File: config.mk
export PLATFORM = sky130hd
export DESIGN_NAME = lsu_ram_ctrl
export DESIGN_NICKNAME = d
export VERILOG_FILES = /design/src/rtl/lsu_pkg.sv /design/src/rtl/lsu_align.sv /design/src/rtl/lsu_ram_ctrl.sv
export SDC_FILE = /design/constraint.sdc
export NUM_CORES = 1
export LEC_CHECK = 0
export ABC_AREA = 0
export BUFFER_PORTS_ARGS = -buffer_cell sky130_fd_sc_hd__buf_2
export CAP_MARGIN = 25
export CORE_MARGIN = 2
export CORE_UTILIZATION = 40
export CTS_BUF_LIST = sky130_fd_sc_hd__clkbuf_8
export CTS_CLUSTER_SIZE = 24
export DETAILED_ROUTE_END_ITERATION = 12
export PLACE_DENSITY = 0.67
export SYNTH_ARGS = -nofsm -noshare
export SYNTH_HDL_FRONTEND = slang
export SYNTH_HIERARCHICAL = 1
export SYNTH_SLANG_ARGS = --single-unit
File: constraint.sdc
create_clock -name clk -period 6.8 [get_ports clk]
set_input_delay 1.36 -clock clk [delete_from_list [all_inputs] [get_ports clk]]
set_output_delay 1.36 -clock clk [all_outputs]
set_load 0.01 [all_outputs]
File: src/rtl/lsu_pkg.sv
// Shared types for the LSU RAM controller: size/state enums and lane helpers.
// Misalignment trapping is enabled by defining LSU_MISALIGN_CHECK_EN.
package lsu_pkg;

  typedef enum logic [1:0] {
    SZ_BYTE = 2'd0,
    SZ_HALF = 2'd1,
    SZ_WORD = 2'd2,
    SZ_RSVD = 2'd3
  } size_e;

  typedef enum logic [1:0] {
    S_IDLE   = 2'd0,
    S_ACCESS = 2'd1,
    S_RESP   = 2'd2
  } state_e;

  localparam logic [3:0] LANE_B = 4'b0001;
  localparam logic [3:0] LANE_H = 4'b0011;
  localparam logic [3:0] LANE_W = 4'b1111;

  function automatic logic [3:0] lane_mask(size_e sz);
    unique case (sz)
      SZ_BYTE: lane_mask = LANE_B;
      SZ_HALF: lane_mask = LANE_H;
      default: lane_mask = LANE_W;
    endcase
  endfunction

  // Byte offset with the low bits a half/word cannot use forced to zero.
  function automatic logic [1:0] lane_off(size_e sz, logic [1:0] a);
    unique case (sz)
      SZ_BYTE: lane_off = a;
      SZ_HALF: lane_off = {a[1], 1'b0};
      default: lane_off = 2'b00;
    endcase
  endfunction

  function automatic logic misaligned(size_e sz, logic [1:0] a);
    unique case (sz)
      SZ_BYTE: misaligned = 1'b0;
      SZ_HALF: misaligned = a[0];
      default: misaligned = (a != 2'b00);
    endcase
  endfunction

endpackage

File: src/rtl/lsu_align.sv
// Lane extract with sign/zero extension, and byte-lane store merge.
// Purely combinational; the offset is already aligned to the access size.
module lsu_align
  import lsu_pkg::*;
(
  input  size_e       size_i,
  input  logic [1:0]  off_i,
  input  logic        uns_i,
  input  logic [31:0] rdata_i,
  input  logic [31:0] wdata_i,
  output logic [31:0] ldata_o,
  output logic [31:0] mdata_o
);

  logic [3:0]  be;
  logic [31:0] sh_r;
  logic [31:0] sh_w;

  always_comb begin
    be   = lane_mask(size_i) << off_i;
    sh_r = rdata_i >> {off_i, 3'b000};
    sh_w = wdata_i << {off_i, 3'b000};
  end

  always_comb begin
    unique case (size_i)
      SZ_BYTE:
        ldata_o = uns_i ? {24'h0, sh_r[7:0]}
                        : {{24{sh_r[7]}}, sh_r[7:0]};
      SZ_HALF:
        ldata_o = uns_i ? {16'h0, sh_r[15:0]}
                        : {{16{sh_r[15]}}, sh_r[15:0]};
      default:
        ldata_o = sh_r;
    endcase
  end

  always_comb begin
    mdata_o = rdata_i;
    for (int i = 0; i < 4; i++) begin
      if (be[i]) mdata_o[8*i +: 8] = sh_w[8*i +: 8];
    end
  end

endmodule

File: src/rtl/lsu_ram_ctrl.sv
// Single-outstanding load/store unit in front of a 32-bit word RAM.
// Define LSU_MISALIGN_CHECK_EN to flag misaligned halves/words as errors.
module lsu_ram_ctrl
  import lsu_pkg::*;
#(
  parameter int RAM_AW = 8
) (
  input  logic              clk,
  input  logic              rst,
  input  logic              req_valid,
  output logic              req_ready,
  input  logic              req_wen,
  input  logic [31:0]       req_addr,
  input  logic [31:0]       req_wdata,
  input  logic [1:0]        req_size,
  input  logic              req_unsigned,
  output logic              rsp_valid,
  input  logic              rsp_ready,
  output logic [31:0]       rsp_rdata,
  output logic              rsp_err,
  output logic [RAM_AW-1:0] ram_raddr,
  input  logic [31:0]       ram_rdata,
  output logic [RAM_AW-1:0] ram_waddr,
  output logic [31:0]       ram_wdata,
  output logic              ram_wen
);

  state_e              state_q, state_d;
  logic                wen_q;
  logic [RAM_AW+1:0]   addr_q;
  logic [31:0]         wdata_q;
  size_e               size_q;
  logic                uns_q;
  logic [31:0]         rdata_q;
  logic                err_q;

  logic [RAM_AW-1:0]   idx;
  logic [1:0]          off;
  logic                mis;
  logic [31:0]         ldata;
  logic [31:0]         mdata;
  logic                accept;
  logic                unused_addr;

  // Address bits above the RAM window are deliberately ignored.
  assign unused_addr = ^req_addr[31:RAM_AW+2];

  assign accept = req_valid && req_ready;
  assign idx    = addr_q[RAM_AW+1:2];
  assign off    = lane_off(size_q, addr_q[1:0]);

`ifdef LSU_MISALIGN_CHECK_EN
  assign mis = misaligned(size_q, addr_q[1:0]);
`else
  assign mis = 1'b0;
`endif

  lsu_align u_align (
    .size_i  (size_q),
    .off_i   (off),
    .uns_i   (uns_q),
    .rdata_i (ram_rdata),
    .wdata_i (wdata_q),
    .ldata_o (ldata),
    .mdata_o (mdata)
  );

  always_ff @(posedge clk) begin
    if (rst) begin
      state_q <= S_IDLE;
      wen_q   <= 1'b0;
      addr_q  <= '0;
      wdata_q <= '0;
      size_q  <= SZ_BYTE;
      uns_q   <= 1'b0;
      rdata_q <= '0;
      err_q   <= 1'b0;
    end else begin
      state_q <= state_d;
      if (accept) begin
        wen_q   <= req_wen;
        addr_q  <= req_addr[RAM_AW+1:0];
        wdata_q <= req_wdata;
        size_q  <= size_e'(req_size);
        uns_q   <= req_unsigned;
      end
      if (state_q == S_ACCESS) begin
        rdata_q <= (wen_q || mis) ? 32'h0 : ldata;
        err_q   <= mis;
      end
    end
  end

  always_comb begin
    state_d = state_q;
    unique case (state_q)
      S_IDLE:   if (req_valid) state_d = S_ACCESS;
      S_ACCESS: state_d = S_RESP;
      S_RESP:   if (rsp_ready) state_d = S_IDLE;
      default:  state_d = S_IDLE;
    endcase
  end

  always_comb begin
    req_ready = (state_q == S_IDLE);
    rsp_valid = (state_q == S_RESP);
    ram_raddr = '0;
    ram_waddr = '0;
    ram_wdata = '0;
    ram_wen   = 1'b0;
    if (state_q == S_ACCESS) begin
      ram_raddr = idx;
      ram_waddr = idx;
      if (wen_q && !mis) begin
        ram_wdata = mdata;
        ram_wen   = !rst;
      end
    end
  end

  assign rsp_rdata = rdata_q;
  assign rsp_err   = err_q;

endmodule

After elaboration in Yosys (flattened, before gate mapping):

Cells that the tools add are included.
Widths: inputs -> output; s select.

* register bits: 80
* input bits: 104
* logic and storage cells: 38

* equality and inequality tests: 5
* shift operators: 3
* mux-type cells: 18
* reductions and logical operators: 5

Operators with widths (number)
* $mux 32: 5
* $pmux 32 s2: 1
* $mux 8: 5
* $shl 32x5->32: 1
* $shr 32x5->32: 1
* $pmux 4 s2: 1
* $pmux 2 s3: 1
* $eq 2x1->1 const B: 2
* $logic_not 2->1: 2
* $mux 2: 2
* $pmux 2 s2: 1
* $shl 4x2->4: 1
* $eq 2x2->1 const B: 1
* $mux 1: 2
* $ne 2x1->1 const B: 1
* $ne 2x2->1 const B: 1
* $reduce_and 2->1: 1
* $logic_and 1x1->1: 1
* $logic_not 1->1: 1

Depth between registers and ports, before layout:

* depth in word-level cells: 6
* gate-level depth with buffers: 9
* depth with buffers taken out: 6

Hierarchy:

Netlist, hierarchy kept.

Modules (own cells, without submodules)
* lsu_ram_ctrl: times used 1, cells an instance 415, area each 3296.9 sq um
* lsu_align: times used 1, cells an instance 216, area each 1826.8 sq um

Worst setup path after synthesis:

Ideal clock, no wire load.

* path kind: input -> output
* start point: in ram_rdata[22]
* end point: out ram_wdata[22]
* arrival time: 1.993 ns
* data required time: 5.440 ns
* slack: 3.447 ns
* stages: 4
* buffers on the path: 0
* cell sequence: nand2_1 -> o21ai_1 -> a221o_1 -> and3_1

* cells in the longest elaborated chain, start to end: 3

RTL lines
* start: declaration: line lsu_ram_ctrl.sv:22 `input logic [31:0] ram_rdata,`
* $mux 8: line lsu_align.sv:41 `if (be[i]) mdata_o[8*i +: 8] = sh_w[8*i +: 8];`
* named net mdata[22]: line lsu_ram_ctrl.sv:41 `logic [31:0] mdata;`
* $mux 32: line lsu_ram_ctrl.sv:114 `if (wen_q && !mis) begin`
* $mux 32: line lsu_ram_ctrl.sv:111 `if (state_q == S_ACCESS) begin`
* end: declaration: line lsu_ram_ctrl.sv:24 `output logic [31:0] ram_wdata,`

The timed path passes the listed nets, and every way through them passes these cells.

Final worst setup path:

* start point: reg size_q[1]
* end point: out ram_wdata[6]

* cells in the longest elaborated chain, start to end: 6

RTL lines
* start: declaration: line lsu_ram_ctrl.sv:32 `size_e size_q;`
* start signal: assignment: line lsu_ram_ctrl.sv:84 `size_q <= size_e'(req_size);`
* $eq 2x1->1 / $logic_not 2->1 (equally long branches): line lsu_pkg.sv:32 `unique case (sz)`
* $pmux 2 s2 (*): line lsu_pkg.sv:32
* named net off[1]: line lsu_ram_ctrl.sv:38 `logic [1:0] off;`
* $shl 32x5->32 / $shl 4x2->4 (equally long branches): line lsu_align.sv:22, lsu_align.sv:20
* $mux 8 (*): line lsu_align.sv:41
* named net mdata[6]: line lsu_ram_ctrl.sv:41
* $mux 32 (*): line lsu_ram_ctrl.sv:114
* $mux 32 (*): line lsu_ram_ctrl.sv:111

Mark *: on every way through the listed nets, which the timed path passes. The rest lies on a longest branch.

==> metrics.md <==
| Metric | Value |
|---|---|
| Synthesized cell area | `5120 um^2` |
| P per Cell Area | `201 nW/um^2` |
| Startpoint types | `flip-flop` |
| Worst EP required | `5440 ps` |
| Count of cell types in the netlist | `43` |
| Final #Nets | `850` |
| Layout Cells excl Fill | `924` |
| Syn Inst Count | `631` |
| Synth Register Bits | `80` |
| Post-CTS Resized | `0` |
| Port-buffer cells | `about 160` |
| Core Region | `12600 um^2` |
| Worst-path cell chain | `nor2b_4 > buf_4 > or2_1 > mux2_2 > and3_1 > buf_2` |
| Initial antenna violation count | `1` |
| Fin Setup TNS | `0 ps` |
| RSZ-0062 raised after global routing | `no` |
| Slew at the pin closest to its max-slew limit | `between 800 and 900 ps` |
| Rel. slew slack | `0.427` |
| Die H | `117 um` |
| CP arrival | `3270 ps` |
| Critical path capture point type | `primary output` |
| TritonCTS sink count | `80` |
| Layout cell share with drive strength beyond 1 | `0.344` |
| Total GRT Usage | `0.226` |
| Clock root cell | `clkbuf_8` |
| Drc violations | `0` |
| Top cells by area, synth | `dfxtp_1 31%, nand2_1 11%, mux2_2 9.5%` |
| # setup viols final | `0` |
| Tmin final | `~4600 ps` |
| Critical path's slowest cell | `nor2b_4` |
| Vias in the first global route | `4544` |
| Synthesis Warnings | `6` |
| Router iterations before antenna repair | `5` |
| Via count | `4944` |
| Ys async rst share | `0` |
| CTS Buffer Depth | `2` |
| Post-CTS setup buffer count | `0` |
| Fmax | `216 MHz` |
| Post-synthesis to final-layout area growth | `18.0%` |
| Num ports | `188` |
| Htree depth | `3` |
| # rows | `41` |
| Slew Viols, Final | `0` |
| Detailed Place HPWL | `11.4 mm` |
| Synth top cells by count | `144 x nand2_1, 95 x a21oi_1, 80 x dfxtp_1, 43 x mux2_2, 33 x nand3b_1` |
| CTS tree | `done` |
| Largest net degree at the start of global routing | `82` |
| RD Place Congestion | `0.961` |
| Power Total | `1.22 mW` |
| R2R Setup Slk | `approximately 3700 ps` |
| Skew final | `6.79 ps` |
| Post-CTS Hold Fix Bufs | `0` |
| Total gr overflow | `0` |
| First-pass GRT wire length | `approximately 24 mm` |
| Dpl cells | `906` |
| CP Buf/Inv Count | `2` |
| Crit share post-route | `0.681` |
| Cell taking the most area after synthesis | `dfxtp_1` |
| Delay-heaviest family, CP | `simple AND/OR/NAND/NOR gates` |
| WL/cell | `17.1 um` |
| Syn_nets | `735` |
| Die area | `13700 um^2` |
| Num CTS Buffers | `9` |
| Detail Route Antenna Nets | `0` |
| Peak VDD IR | `0.113 mV` |
| Hold/Removal Path Class | `flip-flop to flip-flop` |
| Multi-input combinational cell area | `3100 um^2` |
| Initial Util | `0.408` |
| Vias per cell | `5.35` |
| Max-Cap Viols | `0` |
| Worst Path Max Fanout | `35` |
| Clock latency on the worst-skew pair | `370 ps` |
| Final hold violation count | `0` |
| Register Area | `1600 um^2` |
| Number of synthesized flops with an enable pin | `0` |
| Clock-pin slew on the worst setup and hold paths | `approximately 90 ps` |
| FILL cells | `1248` |
| Average size of a mapped cell | `8.12 um^2` |
| Die extent in x | `about 120 um` |
| Critical path class | `flip-flop to primary output` |
| Run status | `finished clean` |
| Leak pwr | `2.70 nW` |
| Top FF cell, synth | `dfxtp_1` |
| WL final | `15.8 mm` |
| CP max stage delay | `730 ps` |
| Number of DRC markers in iteration 0 | `between 300 and 400` |
| Yosys top cell area share | `0.313` |
| Register area share after synthesis | `0.313` |
| Cell with the most instances after synthesis | `nand2_1` |
==> worst reg2reg max path: stages (launching register included) <==
cell,delay [ps]
dfxtp_1,510
nor2b_4,740
buf_4,440
or2_1,490
o221ai_4,310
o22ai_1,240
nand3b_1,100
a21oi_1,170
==> metal layers <==
layer  up-vias  wire length [um]  global-route usage
met5         -                 0                   0
met4         0               354              0.0792
met3        26              1000              0.0443
met2       192              7410               0.364
met1      2314              7060               0.304
li1       2412                 -                   -
==> state kept, by name, summed over array words and instances (netlist names) <==
register / count
addr_q: 10
rsp_rdata: 32
size_q: 2
state_q: 2
uns_q: 1
wdata_q: 32
wen_q: 1
==> area by class of cell <==
type / count / share of cell area
inverters: 3 / 0.00186
clock buffers: 9 / 0.0205
clock inverters: 7 / 0.0170
diodes: 1 / 0.000414
multi-input cells: 480 / 0.513
well taps: 172 / 0.0356
flip-flops and latches: 80 / 0.265
repair buffers: 172 / 0.147
==> final timing paths <==
kind	to	cells past startpoint	startpoint
hold / removal	rsp_rdata[7]	2	rsp_rdata[7]
hold reg to reg	rsp_rdata[7]	2	rsp_rdata[7]
setup / recovery	ram_wdata[6]	6	size_q[1]
setup reg to reg	rsp_rdata[18]	7	size_q[1]
==> cell usage in the layout (no fill, tap or decap), types with 2 or more instances in the layout <==
cell / count
nand2b_1: 6
inv_1: 3
inv_6: 2
nand2_1: 144
o21ai_0: 14
clkinv_4: 2
a221o_1: 2
a21boi_0: 8
bufinv_16: 2
nand3b_1: 33
dfxtp_1: 80
o22ai_1: 8
nor2b_1: 10
o21ai_1: 3
clkbuf_8: 9
buf_4: 7
buf_2: 164
a21oi_4: 2
and2_1: 8
mux4_2: 7
a211oi_1: 7
nor2b_4: 2
and3_1: 32
mux2i_1: 26
mux2_2: 43
nor2_1: 4
a21oi_1: 95
nor3b_2: 3
or2_2: 9
==> report_power, final <==
part	internal, mW	switching, mW	total [mW]
registers	0.498	0.0255	0.523
logic	0.129	0.165	0.294
clock network	0.210	0.190	0.400
total	0.837	0.380	1.22
==> through the flow <==
stage	hold slack, ps	utilization	setup WS, ps	cell area [um^2]
4_1_cts	453	0.480	2210	6030
3_5_place_dp	441	0.462	2630	5800
2_1_floorplan	432	-	3450	5120
6_report	452	0.481	2170	6050
3_3_place_gp	438	0.462	2690	5800
5_1_grt	470	0.481	2040	6050
==> kinds of logic (layout without fill, tap and decap cells) <==
kind of cell	count (synthesis)	count (layout)	share of synthesized area
compound gates	146	146	0.168
buf+inv	71	191	0.0867
flops	80	80	0.313
mux	77	77	0.181
other cells	1	2	0.000732
simple gates	256	256	0.251
Note: power is estimated with default switching activity, not from simulation.
